$ cat src/rtl/vx_dot8_arbiter_pkg.sv
// Shared definitions for the dot8 arbiter: default pipeline depth,
// select-width helper and the signed int8 dot-product function.
package vx_dot8_arbiter_pkg;

  localparam int LATENCY_DOT8 = 2;
  localparam int DOT8_SUM_W   = 18;

  // Width of an index that can address n items, never less than one bit.
  function automatic int up_clog2(input int n);
    int w;
    w = 0;
    for (int k = 0; k < 32; k++) begin
      if ((1 << w) < n) w = w + 1;
    end
    return (w < 1) ? 1 : w;
  endfunction

  // Sum of four signed byte products; the result range -65024..65536 fits in 18 bits.
  function automatic logic signed [DOT8_SUM_W-1:0] dot8_sum(input logic [31:0] a,
                                                            input logic [31:0] b);
    logic signed [DOT8_SUM_W-1:0] sum;
    logic signed [7:0]            xa;
    logic signed [7:0]            xb;
    logic signed [15:0]           prod;
    sum = '0;
    for (int k = 0; k < 4; k++) begin
      xa   = a[8*k +: 8];
      xb   = b[8*k +: 8];
      prod = 16'(xa) * 16'(xb);
      sum  = sum + DOT8_SUM_W'(prod);
    end
    return sum;
  endfunction

endpackage

$ cat src/rtl/vx_dot8_arbiter_pipe.sv
// Fixed-latency dot8 pipeline. Products and their sum are formed as the
// operation enters stage 0; the remaining stages only carry the result and
// sideband. The whole chain moves only when enable is high.
module vx_dot8_arbiter_pipe
  import vx_dot8_arbiter_pkg::*;
#(
  parameter int XLEN      = 32,
  parameter int TAG_WIDTH = 8,
  parameter int IDX_W     = 2,
  parameter int LATENCY   = LATENCY_DOT8
) (
  input  logic                 clk,
  input  logic                 rst_n,
  input  logic                 enable,
  input  logic                 in_valid,
  input  logic [IDX_W-1:0]     in_idx,
  input  logic [TAG_WIDTH-1:0] in_tag,
  input  logic [31:0]          in_a,
  input  logic [31:0]          in_b,
  output logic                 out_valid,
  output logic [IDX_W-1:0]     out_idx,
  output logic [TAG_WIDTH-1:0] out_tag,
  output logic [XLEN-1:0]      out_data
);

  typedef struct packed {
    logic                 valid;
    logic [IDX_W-1:0]     idx;
    logic [TAG_WIDTH-1:0] tag;
    logic [XLEN-1:0]      data;
  } dot8_stage_t;

  dot8_stage_t                 stage_in;
  dot8_stage_t [LATENCY-1:0]   stage_d;
  dot8_stage_t [LATENCY-1:0]   stage_q;
  logic signed [DOT8_SUM_W-1:0] sum;

  // Build the stage-0 entry: dot product sign-extended to the result width.
  always_comb begin
    stage_in       = '0;
    sum            = dot8_sum(in_a, in_b);
    stage_in.valid = in_valid;
    stage_in.idx   = in_idx;
    stage_in.tag   = in_tag;
    stage_in.data  = {{(XLEN-DOT8_SUM_W){sum[DOT8_SUM_W-1]}}, sum};
  end

  // Shift every stage together when enabled, otherwise hold the whole chain.
  always_comb begin
    stage_d = stage_q;
    if (enable) begin
      stage_d[0] = stage_in;
      for (int i = 1; i < LATENCY; i++) begin
        stage_d[i] = stage_q[i-1];
      end
    end
  end

  // Stage registers; reset discards everything in flight and zeroes the payload.
  always_ff @(posedge clk or negedge rst_n) begin
    if (!rst_n) begin
      stage_q <= '0;
    end else begin
      stage_q <= stage_d;
    end
  end

  assign out_valid = stage_q[LATENCY-1].valid;
  assign out_idx   = stage_q[LATENCY-1].idx;
  assign out_tag   = stage_q[LATENCY-1].tag;
  assign out_data  = stage_q[LATENCY-1].data;

endmodule

$ cat src/rtl/vx_dot8_arbiter.sv
// Round-robin arbiter sharing one dot8 pipeline among NUM_REQS requesters.
// Optional perf counters are built when VX_DOT8_PERF_EN is defined.
module vx_dot8_arbiter
  import vx_dot8_arbiter_pkg::*;
#(
  parameter int NUM_REQS  = 4,
  parameter int XLEN      = 32,
  parameter int TAG_WIDTH = 8,
  parameter int LATENCY   = LATENCY_DOT8,
`ifdef VX_DOT8_PERF_EN
  parameter int PERF_W    = 32,
`endif
  localparam int REQ_SEL_W = up_clog2(NUM_REQS)
) (
  input  logic                                 clk,
  input  logic                                 reset_n,
  input  logic [NUM_REQS-1:0]                  req_valid,
  output logic [NUM_REQS-1:0]                  req_ready,
  input  logic [NUM_REQS-1:0][XLEN-1:0]        req_a,
  input  logic [NUM_REQS-1:0][XLEN-1:0]        req_b,
  input  logic [NUM_REQS-1:0][TAG_WIDTH-1:0]   req_tag,
  output logic                                 rsp_valid,
  input  logic                                 rsp_ready,
  output logic [XLEN-1:0]                      rsp_data,
  output logic [TAG_WIDTH-1:0]                 rsp_tag,
  output logic [REQ_SEL_W-1:0]                 rsp_idx
`ifdef VX_DOT8_PERF_EN
  ,
  output logic [NUM_REQS-1:0][PERF_W-1:0]      perf_grants,
  output logic [PERF_W-1:0]                    perf_stalls
`endif
);

  localparam int SUM_W = REQ_SEL_W + 1;

  logic [REQ_SEL_W-1:0] rr_ptr_q;
  logic [REQ_SEL_W-1:0] rr_ptr_d;
  logic [REQ_SEL_W-1:0] grant_idx;
  logic [SUM_W-1:0]     cand;
  logic [SUM_W-1:0]     next_ptr;
  logic                 any_valid;
  logic                 advance;
  logic                 fire;
  logic [31:0]          sel_a;
  logic [31:0]          sel_b;
  logic [TAG_WIDTH-1:0] sel_tag;

  // Whole datapath freezes while a response sits unaccepted at the output.
  assign advance = ~rsp_valid | rsp_ready;
  // reset_n gates acceptance so req_ready reads 0 while reset is asserted.
  assign fire    = any_valid & advance & reset_n;

  // Search from rr_ptr upward, wrapping, for the first valid requester.
  always_comb begin
    any_valid = 1'b0;
    grant_idx = '0;
    cand      = '0;
    for (int i = 0; i < NUM_REQS; i++) begin
      cand = {1'b0, rr_ptr_q} + SUM_W'(i);
      if (cand >= SUM_W'(NUM_REQS)) cand = cand - SUM_W'(NUM_REQS);
      if (!any_valid && req_valid[cand[REQ_SEL_W-1:0]]) begin
        any_valid = 1'b1;
        grant_idx = cand[REQ_SEL_W-1:0];
      end
    end
  end

  // One-hot accept toward the winner, only when the pipeline can take it.
  always_comb begin
    req_ready = '0;
    for (int i = 0; i < NUM_REQS; i++) begin
      req_ready[i] = fire && (grant_idx == REQ_SEL_W'(i));
    end
  end

  // Pointer moves just past the winner on a handshake, otherwise holds.
  always_comb begin
    next_ptr = {1'b0, grant_idx} + SUM_W'(1);
    if (next_ptr >= SUM_W'(NUM_REQS)) next_ptr = '0;
    rr_ptr_d = fire ? next_ptr[REQ_SEL_W-1:0] : rr_ptr_q;
  end

  // Round-robin pointer register.
  always_ff @(posedge clk or negedge reset_n) begin
    if (!reset_n) begin
      rr_ptr_q <= '0;
    end else begin
      rr_ptr_q <= rr_ptr_d;
    end
  end

  assign sel_a   = req_a[grant_idx][31:0];
  assign sel_b   = req_b[grant_idx][31:0];
  assign sel_tag = req_tag[grant_idx];

  generate
    if (XLEN > 32) begin : g_unused_hi
      logic unused_hi;
      // Upper operand bits do not take part in the dot product.
      always_comb begin
        unused_hi = 1'b0;
        for (int i = 0; i < NUM_REQS; i++) begin
          unused_hi = unused_hi ^ (^req_a[i][XLEN-1:32]) ^ (^req_b[i][XLEN-1:32]);
        end
      end
    end
  endgenerate

  vx_dot8_arbiter_pipe #(
    .XLEN      (XLEN),
    .TAG_WIDTH (TAG_WIDTH),
    .IDX_W     (REQ_SEL_W),
    .LATENCY   (LATENCY)
  ) u_pipe (
    .clk       (clk),
    .rst_n     (reset_n),
    .enable    (advance),
    .in_valid  (fire),
    .in_idx    (grant_idx),
    .in_tag    (sel_tag),
    .in_a      (sel_a),
    .in_b      (sel_b),
    .out_valid (rsp_valid),
    .out_idx   (rsp_idx),
    .out_tag   (rsp_tag),
    .out_data  (rsp_data)
  );

`ifdef VX_DOT8_PERF_EN
  logic [NUM_REQS-1:0][PERF_W-1:0] perf_grants_q;
  logic [NUM_REQS-1:0][PERF_W-1:0] perf_grants_d;
  logic [PERF_W-1:0]               perf_stalls_q;
  logic [PERF_W-1:0]               perf_stalls_d;

  // Count grants per requester and cycles where someone waited without a handshake.
  always_comb begin
    perf_grants_d = perf_grants_q;
    perf_stalls_d = perf_stalls_q;
    for (int i = 0; i < NUM_REQS; i++) begin
      if (req_ready[i]) perf_grants_d[i] = perf_grants_q[i] + PERF_W'(1);
    end
    if ((|req_valid) && !fire) perf_stalls_d = perf_stalls_q + PERF_W'(1);
  end

  // Perf counter registers; they wrap naturally at the counter width.
  always_ff @(posedge clk or negedge reset_n) begin
    if (!reset_n) begin
      perf_grants_q <= '0;
      perf_stalls_q <= '0;
    end else begin
      perf_grants_q <= perf_grants_d;
      perf_stalls_q <= perf_stalls_d;
    end
  end

  assign perf_grants = perf_grants_q;
  assign perf_stalls = perf_stalls_q;
`endif

endmodule
$ cat config.mk
export PLATFORM = sky130hd
export DESIGN_NAME = vx_dot8_arbiter
export DESIGN_NICKNAME = d
export VERILOG_FILES = /design/src/rtl/vx_dot8_arbiter_pkg.sv /design/src/rtl/vx_dot8_arbiter_pipe.sv /design/src/rtl/vx_dot8_arbiter.sv
export SDC_FILE = /design/constraint.sdc
export NUM_CORES = 1
export LEC_CHECK = 0
export BUFFER_PORTS_ARGS = -buffer_cell sky130_fd_sc_hd__clkbuf_2
export CAP_MARGIN = 20
export CORE_MARGIN = 2
export CORE_UTILIZATION = 50
export DETAILED_ROUTE_END_ITERATION = 7
export PLACE_DENSITY = 0.74
export REMOVE_ABC_BUFFERS = 1
export SYNTH_ARGS = -nofsm -noshare
export SYNTH_HDL_FRONTEND = slang
export SYNTH_SLANG_ARGS = --single-unit
$ cat constraint.sdc
create_clock -name clk -period 12.7 [get_ports clk]
set_input_delay 1.905 -clock clk [delete_from_list [all_inputs] [get_ports clk]]
set_output_delay 1.905 -clock clk [all_outputs]
set_load 0.03 [all_outputs]
==> impl_metrics.py, run 1 <==
metrics = {
    "sta": {
        "rsz0062_at_grt": "false",
        "clock_skew_ns": 0.00545,
        "slew_viol_final": 0,
        "period_minus_slack_ns": 10.20,
        "setup_slack_ns": 2.50,
        "slew_headroom": 0.352,
        "worstMarginPinSlew_ns": 0.968,
        "period_share": 0.803,
        "setup_viol": 0,
        "fmax_mhz": 98.0,
        "hold_violations": 0,
    },
    "setup_path": {
        "end_kind": "register",
        "crit_required_ns": 12.90,
        "crit_chain": "clkbuf_2, a21oi_1, o21ai_0, a21oi_4, buf_4, mux2_2, nor2_1, fa_1, fa_1, fa_1, fa_1, fa_1, fa_1, fa_1, inv_1, fa_1, inv_1, ha_1, a2111oi_0, o21ai_0, a221oi_1, mux2i_1, nand2_1",
        "worstPathBufferInverterCount": 4,
        "reg2reg_slack_ns": 3.75,
        "path_class": "in -> reg",
        "cp_top_family": "adder cells",
        "slowest_stage": "nor2_1",
        "cp_data_arrival_time_ns": 10.40,
        "cp.depth": 23,
        "timing.rr.start": "rr_ptr_q[1]",
        "path_max_fanout": 17,
        "slowest_delay_ns": 0.76,
        "cp-start-kind": "input pin",
        "reg2reg_depth": 22,
        "crit_path_frequent_cell": "fa_1",
        "r2r_end": "u_pipe.stage_q[14]",
    },
    "clocking": {
        "ctsHoldBuffers": 0,
        "clk_pin_slew_ns": 0.05,
        "clock_latency_ns": 0.32,
        "post_cts.repair.setup_buffers": 0,
        "clkSinkCount": 60,
        "cts_made_buffers": 9,
        "clock_path_buffers": 2,
        "post_cts_resize_count": 0,
        "cts_tree": "done",
        "root_buffer": "clkbuf_16",
        "h-tree-depth": 3,
    },
    "placed_design": {
        "globalplace.congestion": 0.905,
        "dpl.hpwl_mm": 32.4,
        "pre_cts_ws_ns": 2.16,
        "port_buffers": 341,
    },
    "cells_and_area": {
        "drive_above_1_share": 0.225,
        "diodes": 0,
        "multi_input_area_mm2": 0.0126,
        "final-seq-area_mm2": 0.00150,
        "syn_to_final_growth_pct": 12.2,
        "fin_nets": 2688,
        "fill_cells": 2787,
    },
    "status": {
        "status": "finished, final reports clean",
    },
    "hold_path": {
        "min_to": "u_pipe.out_valid",
        "hold_depth": 1,
        "hold_path_class": "reg -> reg",
        "worstHoldStart": "u_pipe.stage_q[42]",
    },
    "logic_synthesis": {
        "ys_ff_latch": 60,
        "synth-edff-count": 0,
        "synth_cell_type_count": 50,
        "syn_avg_cell_area_um2": 9.51,
        "synth_area_mm2": 0.0161,
        "syn_inst": 1697,
        "async_flop_share": 1.00,
        "ys.warnings.count": 0,
        "synthFlopType": "dfrtp_1",
        "ys_seq_area_frac": 0.0931,
    },
    "routing": {
        "drtAntennaViolNets": 0,
        "drtIter0Drc": 557,
        "via_per_inst": 5.05,
        "vias": 12017,
        "wirelength_mm": 36.7,
        "wl_per_cell_um": 15.4,
        "drtPass1Iterations": 5,
        "drc": 0,
    },
    "flow_run": {
        "drv_cap": 0,
    },
    "floorplan": {
        "core_area_mm2": 0.0316,
        "die_w_um": 184,
        "ios": 342,
        "start_util": 0.510,
        "die-area_mm2": 0.0337,
        "rows": 65,
        "die_h_um": 184,
    },
    "global_routing": {
        "antenna_found_initial": 0,
        "grt_pass1_vias": 12556,
        "grt_first_pass_wirelength_mm": 60.0,
        "grt-ovfl-total": 0,
        "grt_max_degree": 81,
        "grtUsageTotal": 0.224,
    },
}
==> Yosys cell counts, types with 33 or more instances <==
library cell	count	area, µm²
mux2i_1	132	1320
ha_1	101	1260
nand2_1	129	484
nor2b_1	33	206
nor2_1	159	597
inv_1	387	1450
mux2_2	59	664
dfrtp_1	60	1500
or2_1	77	482
fa_1	318	6370
buf_4	44	330
==> flip-flops by register name (all words and copies together), names as in the netlist <==
signal / cells
u_pipe.stage_q: 29
u_pipe.out_data: 18
u_pipe.out_tag: 8
rr_ptr_q: 2
u_pipe.out_idx: 2
u_pipe.out_valid: 1
==> placed cells by master, fill, tap and decap left out, types with 2 or more instances in the layout <==
master / Yosys / final
a2111o_1: 2 / 2
a211oi_1: 18 / 18
a21o_1: 6 / 6
a21oi_1: 20 / 19
a221oi_1: 2 / 2
and2_1: 7 / 7
buf_4: 44 / 9
clkbuf_16: 0 / 9
clkbuf_2: 0 / 341
clkinv_4: 0 / 2
clkinvlp_4: 0 / 2
dfrtp_1: 60 / 60
fa_1: 318 / 318
ha_1: 101 / 101
inv_1: 387 / 387
mux2_2: 59 / 59
mux2_4: 5 / 5
mux2i_1: 132 / 132
nand2_1: 129 / 129
nand2b_1: 11 / 10
nand3_1: 3 / 3
nor2_1: 159 / 159
nor2b_1: 33 / 32
nor3_1: 4 / 4
nor3b_1: 4 / 4
o21ai_0: 13 / 13
o21bai_1: 3 / 3
o31ai_1: 8 / 8
or2_1: 77 / 77
or2_2: 10 / 10
xnor2_1: 20 / 20
xor2_1: 5 / 5
==> per-stage QoR <==
step                instance area (µm²)  utilization  instances  hold WS [ns]  setup TNS [ns]
global placement                  17800        0.563       2365         0.442               0
detailed placement                17800        0.563       2365         0.448               0
floorplan                         15500            -       1612         0.435          -70.70
global route                      18100        0.572       2381         0.480               0
finish                            18100        0.572       2381         0.459               0
CTS                               18100        0.572       2381         0.457               0
==> logic make-up after synthesis <==
family,after synthesis,share of synthesized area
xor+xnor,26,0.0150
mux,197,0.129
compound gates,82,0.0341
fa+ha+maj,419,0.473
buf+inv,473,0.130
simple gates,440,0.126
flops,60,0.0931
==> how the worst max path moves through the flow <==
stage                  from                  to  slack (ns)
5_1_grt        req_valid[0]  u_pipe.stage_q[14]        2.09
6_report       req_valid[0]  u_pipe.stage_q[14]        2.50
3_5_place_dp   req_valid[0]  u_pipe.stage_q[14]        2.16
4_1_cts        req_valid[0]  u_pipe.stage_q[14]        2.48
2_1_floorplan  req_valid[0]  u_pipe.stage_q[14]       -4.91
3_3_place_gp   req_valid[0]  u_pipe.stage_q[14]        2.48
==> cell type report <==
cell class | count | area share
Multi-Input combinational cell | 1164 | 0.694
Timing Repair Buffer | 351 | 0.0991
Sequential cell | 60 | 0.0830
Inverter | 388 | 0.0805
Tap cell | 402 | 0.0278
Clock buffer | 11 | 0.0134
Clock inverter | 5 | 0.00207
==> per-layer routing <==
layer,GRT usage,vias to the layer above,part of all wire
met1,0.294,5970,0.42
met2,0.392,366,0.51
met5,0,-,0
li1,-,5639,-
met3,0.0353,42,0.056
met4,0.0467,0,0.018
Power of run 1 is not shown: default switching activity piles up to over one toggle a cycle in this logic, so the estimate is an artifact.
==> inputs of run 2 (changes only) <==
Clock period 12.7 ns to 9.8 ns, I/O delays scaled along.
==> run 2 against run 1 <==
Sequential cell count stayed put. Global-route usage up 0.25 points. Via count increased by 0.28%. Non-clock buffer count rose by 12. Worst hold slack better by 0.0049 ns. Setup slack got worse by 2.0 ns. Critical path depth is 1 higher. Sequential share of layout area decreased by 0.054 points.
==> impl_metrics.py, run 2 (synthesis results as in run 1) <==
metrics = {
    "clocking": {
        "post_cts.repair.setup_buffers": 0,
        "root_buffer": "clkbuf_16",
        "cts_tree": "done",
        "ctsHoldBuffers": 0,
        "clock_latency_ns": 0.33,
        "clock_path_buffers": 2,
        "clkSinkCount": 60,
        "post_cts_resize_count": 0,
        "clk_pin_slew_ns": 0.05,
        "cts_made_buffers": 9,
        "h-tree-depth": 3,
    },
    "setup_path": {
        "path_class": "in -> reg",
        "path_max_fanout": 45,
        "crit_required_ns": 10.01,
        "timing.rr.start": "rr_ptr_q[0]",
        "cp-start-kind": "input pin",
        "end_kind": "register",
        "reg2reg_depth": 23,
        "reg2reg_slack_ns": 1.35,
        "r2r_end": "u_pipe.stage_q[14]",
        "cp_data_arrival_time_ns": 9.52,
    },
    "sta": {
        "hold_violations": 0,
        "setup_viol": 0,
        "fmax_mhz": 107,
        "period_minus_slack_ns": 9.31,
        "period_share": 0.950,
        "slew_viol_final": 0,
        "clock_skew_ns": 0.00482,
        "setup_slack_ns": 0.492,
        "slew_headroom": 0.392,
        "worstMarginPinSlew_ns": 0.908,
        "rsz0062_at_grt": "false",
    },
    "flow_run": {
        "drv_cap": 0,
    },
    "routing": {
        "wirelength_mm": 36.5,
        "drc": 0,
        "via_per_inst": 5.04,
        "drtPass1Iterations": 4,
        "vias": 12051,
        "wl_per_cell_um": 15.3,
        "drtAntennaViolNets": 0,
        "drtIter0Drc": 517,
    },
    "hold_path": {
        "hold_path_class": "reg -> reg",
        "min_to": "u_pipe.out_valid",
        "hold_depth": 1,
        "worstHoldStart": "u_pipe.stage_q[42]",
    },
    "cells_and_area": {
        "fin_nets": 2700,
        "fin_area_mm2": 0.0182,
        "largest_register": "u_pipe.stage_q",
        "syn_to_final_growth_pct": 12.9,
        "final_cell_mix": "387 x inv_1, 341 x clkbuf_2, 318 x fa_1",
        "multi_input_area_mm2": 0.0126,
        "largest_reg_flops": 29,
        "diodes": 0,
        "drive_above_1_share": 0.229,
        "fill_cells": 2790,
        "final_core_util": 0.576,
        "final-seq-area_mm2": 0.00150,
        "layout_commonest_cell": "inv_1",
    },
    "global_routing": {
        "grtUsageTotal": 0.226,
        "grt_max_degree": 74,
        "antenna_found_initial": 0,
        "grt_pass1_vias": 12862,
        "grt-ovfl-total": 0,
        "grt_first_pass_wirelength_mm": 61.3,
    },
    "placed_design": {
        "port_buffers": 341,
        "place_area_mm2": 0.0179,
        "globalplace.congestion": 0.879,
        "dpl.hpwl_mm": 32.5,
        "pre_cts_ws_ns": 0.184,
    },
    "floorplan": {
        "die_w_um": 184,
        "die_h_um": 184,
        "ios": 342,
        "start_util": 0.510,
        "die-area_mm2": 0.0337,
        "rows": 65,
        "core_area_mm2": 0.0316,
    },
    "status": {
        "status": "finished, final reports clean",
    },
}
-- run 2: cell types whose count changed in the layout (fill, tap and decap cells not counted) --
cell,previous run,this run
clkinv_2,1,2
clkinv_4,2,0
buf_4,9,18
buf_12,1,4
clkbuf_1,1,2
-- run 2: worst max-delay path by stage --
stage | to | start | cells past startpoint | slack (ns)
finish | u_pipe.stage_q[14] | req_valid[2] | 24 | 0.49
global route | u_pipe.stage_q[14] | req_valid[0] | 24 | 0.07
CTS | u_pipe.stage_q[14] | req_valid[0] | 24 | 0.49
detailed placement | u_pipe.stage_q[14] | req_valid[0] | 24 | 0.18
global placement | u_pipe.stage_q[17] | req_valid[0] | 30 | 0.36
floorplan | u_pipe.stage_q[14] | req_valid[0] | 25 | -7.37
-- run 2: area by class of cell --
cell class | instances | share of cell area
clock buffers | 12 | 0.0135
clock inverters | 4 | 0.00137
inverters | 388 | 0.0799
multi-input cells | 1164 | 0.690
flip-flops and latches | 60 | 0.0824
well taps | 402 | 0.0276
repair buffers | 363 | 0.105
-- run 2: stage by stage --
stage / TNS, ns / hold WS [ns] / std cells
4_1_cts: 0 / 0.466 / 2393
5_1_grt: 0 / 0.490 / 2393
3_3_place_gp: 0 / 0.443 / 2377
6_report: 0 / 0.464 / 2393
2_1_floorplan: -136.91 / 0.435 / 1612
3_5_place_dp: 0 / 0.454 / 2377
-- run 2: per-layer routing --
metal / share of wire / global-route usage
met5: 0 / 0
met3: 0.046 / 0.0190
met2: 0.52 / 0.404
met4: 0.014 / 0.0419
met1: 0.42 / 0.303
-- run 2: worst max-delay path, stage by stage --
cell,delay [ns]
clkbuf_2,0.10
inv_1,0.08
o22ai_1,0.12
a211oi_4,0.38
buf_12,0.32
mux2i_1,0.14
mux2_4,0.29
nor2_1,0.70
fa_1,0.59
fa_1,0.51
fa_1,0.56
fa_1,0.44
fa_1,0.54
fa_1,0.46
fa_1,0.50
inv_1,0.05
fa_1,0.48
inv_1,0.04
ha_1,0.32
a2111oi_0,0.39
o21ai_0,0.31
a221oi_1,0.38
mux2i_1,0.23
nand2_1,0.07
Power of run 2 is left out for the same reason.
==> inputs of run 3 (changes only) <==
Settings changed: BUFFER_PORTS_ARGS -buffer_cell sky130_fd_sc_hd__clkbuf_2 to -buffer_cell sky130_fd_sc_hd__buf_2, HOLD_SLACK_MARGIN set to 0.1, MAX_ROUTING_LAYER set to met4.
==> run 3 against run 2 <==
Cell area down 0.12%. Via count about the same. Core utilization is 0.067 points lower. Register-to-register slack better by 0.04 ns. Worst hold slack got worse by 0.0049 ns. Global-route usage up 0.20 points. Non-clock buffer count down 5. Critical path depth increased by 6. Die area is the same. Cell count is 0.21% lower. Sequential share of layout area barely moved. Clock-buffer cell count decreased by 1. Critical path type unchanged.
==> impl_metrics.py, run 3 (synthesis results as in run 1) <==
metrics = {
    "status": {
        "status": "finished, final reports clean",
    },
    "setup_path": {
        "path_max_fanout": 42,
        "crit_required_ns": 9.98,
        "crit_path_frequent_cell": "fa_1",
        "path_class": "in -> reg",
        "timing.rr.start": "rr_ptr_q[0]",
        "cp_data_arrival_time_ns": 9.42,
        "end_kind": "register",
        "slowest_stage": "fa_1",
        "reg2reg_depth": 29,
        "reg2reg_slack_ns": 1.39,
        "slowest_delay_ns": 0.54,
        "r2r_end": "u_pipe.stage_q[11]",
        "cp-start-kind": "input pin",
    },
    "hold_path": {
        "hold_depth": 2,
        "worstHoldStart": "u_pipe.out_data[9]",
        "hold_path_class": "reg -> reg",
        "min_to": "u_pipe.out_data[9]",
    },
    "sta": {
        "period_share": 0.943,
        "worstMarginPinSlew_ns": 0.716,
        "period_minus_slack_ns": 9.24,
        "clock_skew_ns": 0.00852,
        "hold_violations": 0,
        "slew_headroom": 0.523,
        "hold_slack_ns": 0.459,
        "slew_viol_final": 0,
        "tns_ns": 0,
        "fmax_mhz": 108,
        "setup_viol": 0,
        "rsz0062_at_grt": "false",
    },
    "floorplan": {
        "die-area_mm2": 0.0337,
        "start_util": 0.510,
        "rows": 65,
        "die_w_um": 184,
        "die_h_um": 184,
        "core_area_mm2": 0.0316,
        "ios": 342,
    },
    "routing": {
        "via_per_inst": 5.05,
        "drtPass1Iterations": 5,
        "vias": 12063,
        "wirelength_mm": 36.5,
        "drtAntennaViolNets": 0,
        "drtIter0Drc": 537,
        "drc": 0,
        "wl_per_cell_um": 15.3,
    },
    "clocking": {
        "clkSinkCount": 60,
        "root_buffer": "clkbuf_16",
        "clock_latency_ns": 0.32,
        "cts_made_buffers": 9,
        "clk_pin_slew_ns": 0.05,
        "clock_path_buffers": 2,
        "cts_tree": "done",
        "h-tree-depth": 3,
    },
    "cells_and_area": {
        "syn_to_final_growth_pct": 12.8,
        "fill_cells": 2818,
        "diodes": 0,
        "drive_above_1_share": 0.228,
        "largest_reg_flops": 29,
        "fin_nets": 2695,
        "final_core_util": 0.575,
        "fin_cells": 2388,
        "layout_commonest_cell": "inv_1",
        "largest_register": "u_pipe.stage_q",
        "final_cell_mix": "387 x inv_1, 341 x buf_2, 318 x fa_1",
    },
    "placed_design": {
        "dpl.cell_count": 2372,
        "port_buffers": 341,
        "dpl.hpwl_mm": 32.2,
        "globalplace.congestion": 0.915,
    },
    "global_routing": {
        "grtUsageTotal": 0.228,
        "grt_max_degree": 74,
        "antenna_found_initial": 0,
        "grt-ovfl-total": 0,
        "grt_pass1_vias": 12631,
        "grt_first_pass_wirelength_mm": 59.9,
    },
    "flow_run": {
        "drv_cap": 0,
    },
}
-- run 3: through the flow --
stage,cell area (µm²),worst slack (ns)
floorplan,15500,-7.37
global placement,17900,0.330
detailed placement,17900,0.102
CTS,18200,0.404
global route,18200,0.0362
finish,18200,0.561
-- run 3: worst max-delay path by stage --
stage,cells past startpoint,slack [ns],end,from
2_1_floorplan,25,-7.37,u_pipe.stage_q[14],req_valid[0]
3_3_place_gp,24,0.33,u_pipe.stage_q[14],req_valid[0]
3_5_place_dp,24,0.10,u_pipe.stage_q[14],req_valid[1]
4_1_cts,24,0.40,u_pipe.stage_q[14],req_valid[1]
5_1_grt,28,0.04,u_pipe.stage_q[14],req_valid[0]
6_report,30,0.56,u_pipe.stage_q[11],req_valid[1]
-- run 3: layout make-up --
cell class / instances / area, µm² / share of cell area
Multi-Input combinational cell: 1164 / 12600 / 0.691
Clock inverter: 5 / 52.6 / 0.00289
Clock buffer: 11 / 233 / 0.0128
Inverter: 388 / 1460 / 0.0800
Tap cell: 402 / 503 / 0.0276
Timing Repair Buffer: 358 / 1880 / 0.104
Sequential cell: 60 / 1500 / 0.0825
-- run 3: metal layers --
metal	routed length, µm	global-route usage	up-vias	share of wire
met5	0	-	-	0
met4	439	0.0365	0	0.012
met3	1810	0.0174	31	0.050
met2	18800	0.405	345	0.52
met1	15400	0.292	6034	0.42
li1	-	-	5653	-
-- run 3: worst max-delay path: cells and delay by family --
kind	cells	cell delay (ns)
compound gates	8	1.86
fa+ha+maj	9	4.28
buf+inv	9	0.79
mux	2	0.51
simple gates	2	0.47
-- run 3: what timing repair did --
| item | in CTS | in global routing |
|---|---|---|
| buffers inserted | 0 | 0 |
| hold buffers | 0 | 0 |
| gates resized for setup | 0 | 1 |
| setup endpoints to repair | 0 | 3 |
Power of run 3 is left out for the same reason.
